**config.mk**
```make
export PLATFORM = sky130hd
export DESIGN_NAME = snake_body_tracker
export DESIGN_NICKNAME = d
export VERILOG_FILES = /design/src/rtl/snake_pkg.sv /design/src/rtl/seg_hit_cmp.sv /design/src/rtl/snake_body_tracker.sv
export SDC_FILE = /design/constraint.sdc
export NUM_CORES = 2
export LEC_CHECK = 0
export CAP_MARGIN = 20
export CORE_ASPECT_RATIO = 0.6
export CORE_MARGIN = 1.5
export CORE_UTILIZATION = 65
export CTS_CLUSTER_DIAMETER = 100
export DETAILED_ROUTE_END_ITERATION = 10
export GPL_TIMING_DRIVEN = 0
export PLACE_DENSITY = 0.92
export SYNTH_ARGS = -nofsm -noshare
export SYNTH_HDL_FRONTEND = slang
export SYNTH_HIERARCHICAL = 1
export SYNTH_SLANG_ARGS = --single-unit
```
**constraint.sdc**
```tcl
create_clock -name VGA_clk -period 5.7 [get_ports VGA_clk]
set_clock_uncertainty 0.15 [all_clocks]
set_input_delay 0.855 -clock VGA_clk [delete_from_list [all_inputs] [get_ports VGA_clk]]
set_output_delay 0.855 -clock VGA_clk [all_outputs]
set_load 0.1 [all_outputs]
```
**src/rtl/snake_pkg.sv**
```systemverilog
// Shared constants for the snake game datapath.
// Geometry, reset placement and button direction codes.
package snake_pkg;

  localparam int X_W      = 10;
  localparam int Y_W      = 9;
  localparam int LEN_W    = 5;
  localparam int SEG_SIZE = 10;
  localparam int STEP     = 5;
  localparam int INIT_X   = 100;
  localparam int INIT_Y   = 100;

  typedef enum logic [1:0] {
    DIR_UP    = 2'd0,
    DIR_DOWN  = 2'd1,
    DIR_LEFT  = 2'd2,
    DIR_RIGHT = 2'd3
  } dir_e;

endpackage

```
**src/rtl/seg_hit_cmp.sv**
```systemverilog
// Window compare of one body segment against the scanned pixel.
// Strict bounds on both edges; sums at 11 bits so no screen-edge wrap.
module seg_hit_cmp
  import snake_pkg::*;
#(
  parameter int SIZE = snake_pkg::SEG_SIZE
) (
  input  logic [X_W-1:0] x_count,
  input  logic [9:0]     y_count,
  input  logic [X_W-1:0] seg_x,
  input  logic [Y_W-1:0] seg_y,
  input  logic           active,
  output logic           hit
);

  logic [10:0] xc;
  logic [10:0] yc;
  logic [10:0] sx;
  logic [10:0] sy;
  logic        inX;
  logic        inY;

  assign xc = {1'b0, x_count};
  assign yc = {1'b0, y_count};
  assign sx = {1'b0, seg_x};
  assign sy = {2'b00, seg_y};

  assign inX = (xc > sx) && (xc < sx + 11'(SIZE));
  assign inY = (yc > sy) && (yc < sy + 11'(SIZE));
  assign hit = active & inX & inY;

endmodule

```
**src/rtl/snake_body_tracker.sv**
```systemverilog
// Head-position history for the snake body, growth on apple-eat,
// per-pixel body hit and sticky self-collision flag.
module snake_body_tracker
  import snake_pkg::*;
#(
  parameter int MAX_SEG  = 16,
  parameter int INIT_LEN = 3,
  parameter int SEG_SIZE = snake_pkg::SEG_SIZE,
  parameter int STEP     = snake_pkg::STEP,
  parameter int INIT_X   = snake_pkg::INIT_X,
  parameter int INIT_Y   = snake_pkg::INIT_Y
) (
  input  logic             VGA_clk,
  input  logic             reset,
  input  logic             tick,
  input  logic [X_W-1:0]   head_x,
  input  logic [Y_W-1:0]   head_y,
  input  logic             grow,
  input  logic [9:0]       x_count,
  input  logic [9:0]       y_count,
  output logic             body_pixel,
  output logic             self_hit,
  output logic [LEN_W-1:0] length,
  output logic             full
);

  logic [X_W-1:0]   seg_x [MAX_SEG];
  logic [Y_W-1:0]   seg_y [MAX_SEG];
  logic             growPending;
  logic             tickD;
  logic             growReq;
  logic [LEN_W-1:0] lenNext;
  logic [MAX_SEG-1:0] active;
  logic [MAX_SEG-1:0] pixHit;
  logic [MAX_SEG-1:0] headHit;

  assign growReq = growPending | grow;

  always_comb begin
    lenNext = length;
    if (growReq && (length < LEN_W'(MAX_SEG)))
      lenNext = length + 1'b1;
  end

  for (genvar i = 0; i < MAX_SEG; i++) begin : g_seg
    assign active[i] = LEN_W'(i) < length;

    seg_hit_cmp #(.SIZE(SEG_SIZE)) u_cmp (
      .x_count (x_count),
      .y_count (y_count),
      .seg_x   (seg_x[i]),
      .seg_y   (seg_y[i]),
      .active  (active[i]),
      .hit     (pixHit[i])
    );

    // seg0 is the pre-move head, so it never counts as a collision
    if (i == 0) begin : g_head
      assign headHit[i] = 1'b0;
    end else begin : g_body
      assign headHit[i] = active[i]
                        && (seg_x[i] == head_x)
                        && (seg_y[i] == head_y);
    end
  end

  always_ff @(posedge VGA_clk) begin
    if (reset) begin
      for (int i = 0; i < MAX_SEG; i++) begin
        seg_x[i] <= X_W'(INIT_X - (i + 1) * STEP);
        seg_y[i] <= Y_W'(INIT_Y);
      end
      length      <= LEN_W'(INIT_LEN);
      full        <= (INIT_LEN == MAX_SEG);
      growPending <= 1'b0;
      tickD       <= 1'b0;
      body_pixel  <= 1'b0;
      self_hit    <= 1'b0;
    end else begin
      tickD      <= tick;
      body_pixel <= |pixHit;
      if (tick) begin
        for (int i = 1; i < MAX_SEG; i++) begin
          seg_x[i] <= seg_x[i-1];
          seg_y[i] <= seg_y[i-1];
        end
        seg_x[0]    <= head_x;
        seg_y[0]    <= head_y;
        length      <= lenNext;
        full        <= (lenNext == LEN_W'(MAX_SEG));
        growPending <= 1'b0;
      end else if (grow) begin
        growPending <= 1'b1;
      end
      if (tickD && (|headHit))
        self_hit <= 1'b1;
    end
  end

endmodule

```
# Yosys cells after proc, flatten, opt, wreduce, memory -nomap -nowiden
# Memories as Yosys holds them, arrays and structs flattened.
# Cells that the tools add are included.
[totals]
n_memories = 2
inputBits = 43
word_cells = 323
ramBits = 304
register_bits = 10
[memory_table]
columns = ["name", "words", "word_bits", "read_ports", "rd_ports_with_merged_regs", "write_ports", "line_no", "source"]
rows = [
  ["seg_x", 16, 10, 16, 0, 16, "snake_body_tracker.sv:27", "logic [X_W-1:0] seg_x [MAX_SEG];"],
  ["seg_y", 16, 9, 16, 0, 16, "snake_body_tracker.sv:28", "logic [Y_W-1:0] seg_y [MAX_SEG];"],
]
[op_classes]
bitwise = 65
reduce_logical = 67
eq_ne = 31
muxes = 38
order_cmp = 81
addsub = 33
[op_table]
columns = ["cell", "n"]
rows = [
  ["< comparator 10 x 11 -> 1 bit", 32],
  ["adder 10 x 4 -> 11 bit (second input constant)", 16],
  ["adder 9 x 4 -> 10 bit (second input constant)", 16],
  ["greater-than comparator 10 bit", 16],
  ["greater-than comparator 10 x 9 -> 1 bit", 16],
  ["two-way mux 10 bit", 16],
  ["== test 10 bit", 15],
  ["two-way mux 9 bit", 16],
  ["== test 9 bit", 15],
  ["logical AND 1 bit", 64],
  ["< comparator 4 x 5 -> 1 bit (first input constant)", 8],
  ["bitwise OR 1 bit", 33],
  ["AND 1 bit", 32],
  ["< comparator 3 x 5 -> 1 bit (first input constant)", 4],
  ["OR reduction 16 bit", 1],
  ["OR reduction 15 bit", 1],
  ["< comparator 1 x 5 -> 1 bit (first input constant)", 2],
  ["< comparator 2 x 5 -> 1 bit (first input constant)", 2],
  ["adder 5 x 1 -> 5 bit (second input constant)", 1],
  ["== test 5 bit (second input constant)", 1],
  ["< comparator 5 bit (second input constant)", 1],
  ["two-way mux 1 bit", 5],
  ["two-way mux 5 bit", 1],
  ["OR reduction 2 bit", 1],
]

# Depth between registers and ports, before layout
# An unclocked memory read counts as a cell.
[logic_depth]
word_depth = 7
depth_mapped = 12

# Cells and area by module
# The synthesis kept the hierarchy.
[by_module_without_submodules]
columns = ["module", "cells_per_inst", "seq_area_each_um2", "area_per_inst_um2", "n_inst"]
rows = [
  ["snake_body_tracker", 1285, 8187.9, 15150.8, 1],
  ["seg_hit_cmp (g_seg[14].u_cmp ...)", 144, 0.0, 1113.6, 10],
  ["seg_hit_cmp (g_seg[0].u_cmp ...)", 143, 0.0, 1112.3, 6],
]

# Worst setup path before layout
# No wires, ideal clock.
[synth_path]
kind = "in2reg"
from = "input tick"
to = "memory seg_x[0][0] (enable)"
t_arrival_ns = 3.666
cell_stages = 3
setup_ns = 0.471
setup_slack_ns = 1.413
n_path_buf = 2
cell_sequence = "buf_2 > clkbuf_1 > or2_2"
[synth_lines]
columns = ["item", "line_no", "source"]
rows = [
  ["from (decl)", "snake_body_tracker.sv:15", "input logic tick,"],
  ["to (decl)", "snake_body_tracker.sv:27", ""],
]

==> metrics.txt <==
Post-CTS Setup Bufs=0; HP Start=tickD; commonest non-fill, non-tap cells in the layout=625 x ha_1, 386 x inv_1, 254 x xor2_1; Yosys top cell by area=ha_1; area share of the largest cell type after synthesis=0.237; CTS sink cnt=314; HPWL Detailed=90200 um; CTS tree=done; Num CTS Buffers=35; std cell rows=63; critical path arrival=5.55 ns; RSZ-0062 raised after global routing=no; GRT Total Usage=0.454; Seq cells post-synth=314; synth warn=6; outcome=complete, but fails checks; Layout fillers=3642; starting DRC count in detailed routing=4781; first-pass GRT wire length=176000 um; DR DRC count=0; Die Y=177 um; endpoints failing hold=0; Fmax=189 MHz; pwr dens=201 nW/um2; gr ovfl total=0; Reg-to-Reg Start=seg_y[2][4]; largest net degree at the start of global routing=69; I/O Buffers=30; vias in the first global route=27961; Max Buffers Root-to-Sink=3; failing checks=max-capacitance violations; # IOs=51; fin. max-slew vios=0; Initial Utilization=0.663; CTS resizes=0; Root Driver=clkbuf_16; Synth async-reset ratio=0; Synth Instances=3583; startpoint types=flop; Multi-input gate area=22600 um2; Routed WL=120000 um; wire per inst=27.3 um; Worst EP required=5.95 ns; Synth Flop Type=edfxtp_1; CP endpoint kind=flop; CTS clk-pin slew, worst paths=0.07 ns; hold_buf cts=0; PnR worst setup slack=0.397 ns; Nets=4350; die width=294 um; die area=52100 um2; Adder-Cell Fraction of Synth Area=0.237; core area=49700 um2; crit path kind=flop to flop; crit share post-route=0.930; most common cell after layout, fill and taps aside=ha_1; initial antenna violation count=9; post-synthesis compound-gate area fraction=0.137; CP max FO=4; top post-synthesis cells by area=ha_1 24%, edfxtp_1 17%, dfxtp_1 7.5%; multiplexer share of the synthesized area=0.0237; worst vdd ir=248 uV; Max Cap Violations=1; Synth Area in XOR/XNOR=0.132; minimum clock period=5.30 ns; largest family of logic cells by synthesized area=adder cells; layout cells sized above 1=0.0594; Storage cell area=8190 um2; Leakage=15.7 nW; syn avg cell area=9.20 um2; H-tree lvl count=2; Netlist cell types=60; Worst Tran Pin Value=1.47 ns; Seq/Total Area, Yosys=0.248; gpl congestion=1.09; Slew HR=0.0115; DP Worst Slack=0.568 ns; Setup violations, final=0; simple-gate area share of the yosys netlist=0.156; Post-synth EDFFs=190; vias per cell=6.89; area grow syn2layout=8.06%; post-synth net total=4251; Setup crit start=seg_y[2][4]; Post-Syn Area=33000 um2; vias post-DR=30289; Worst Hold Class=flop to flop; antenna violation net count after detailed routing=0; DR pass1 iterations=7; worst skew pair latency=0.55 ns; post-layout util=0.716
path summary, 6_finish.rpt:
path | endpoint | slack [ns] | cells after the start
max | body_pixel | 0.40 | 12
min | self_hit | 0.33 | 2
max reg2reg | body_pixel | 0.40 | 12
min reg2reg | self_hit | 0.33 | 2
synth_stat cells, types with 67 or more instances:
cell type  count
a21oi_1      219
and2_1       123
dfxtp_1      124
edfxtp_1     190
ha_1         625
inv_1        386
mux2i_1       78
nand2_1       88
nand2b_1      76
nand3_1       72
nand4_1       70
nor2_1       166
nor2b_1       67
nor3_1        74
nor4_1        69
o21ai_0      109
xnor2_1      242
xor2_1       254
routing by layer:
layer | vias up | global-route usage | wire (um)
met5 | - | 0.0225 | 452
met4 | 24 | 0.111 | 3570
met3 | 400 | 0.317 | 27500
met2 | 2717 | 0.551 | 41200
met1 | 14085 | 0.625 | 47300
li1 | 13063 | - | -
layout make-up:
type                       count  area share
multi-input combinational   2782       0.635
inverter                     392      0.0436
clock buffer                  43      0.0263
antenna                        8    0.000562
timing repair buffer          62      0.0197
clock inverter                18     0.00348
buffer                        95      0.0177
tap                          682      0.0240
sequential                   314       0.230
per-stage QoR:
stage	std cells	TNS (ns)	total power, W	area [um2]	hold slack, ns
global placement	4295	-109.23	0.00466	34100	0.301
detailed placement	4323	0	0.00478	34500	0.322
global route	4388	0	0.00734	35600	0.353
finish	4396	0	0.00717	35600	0.332
floorplan	3583	0	0.00404	33000	0.289
CTS	4384	0	0.00696	35600	0.331
cell families after synthesis:
group                    after synthesis
AO/OA/AOI/OAI                        671
XOR/XNOR                             496
adder cells (fa/ha/maj)              625
buffers and inverters                487
flip-flops                           314
multiplexers                          78
AND/OR/NAND/NOR                      912
report_power, final:
part	leakage, nW	switching, W	internal (W)
sequential	2.92	0.000252	0.00253
combinational	12.2	0.00131	0.000818
clock	0.527	0.00104	0.00122
sequential cells by signal (all words and copies together), names as in the netlist:
register,count
seg_x,160
seg_y,144
length,5
body_pixel,1
full,1
growPending,1
self_hit,1
tickD,1
critical path: stages (launching register included):
cell	delay [ns]
edfxtp_1	0.54
inv_1	0.17
nor3_1	0.24
o21ai_0	0.18
or3_1	0.36
ha_1	0.31
inv_1	0.04
o21ai_0	1.06
a41oi_1	0.56
o211ai_1	0.61
nor4b_2	0.14
nor4_1	0.58
a41oi_1	0.22
(Power assumes the default switching activity.)
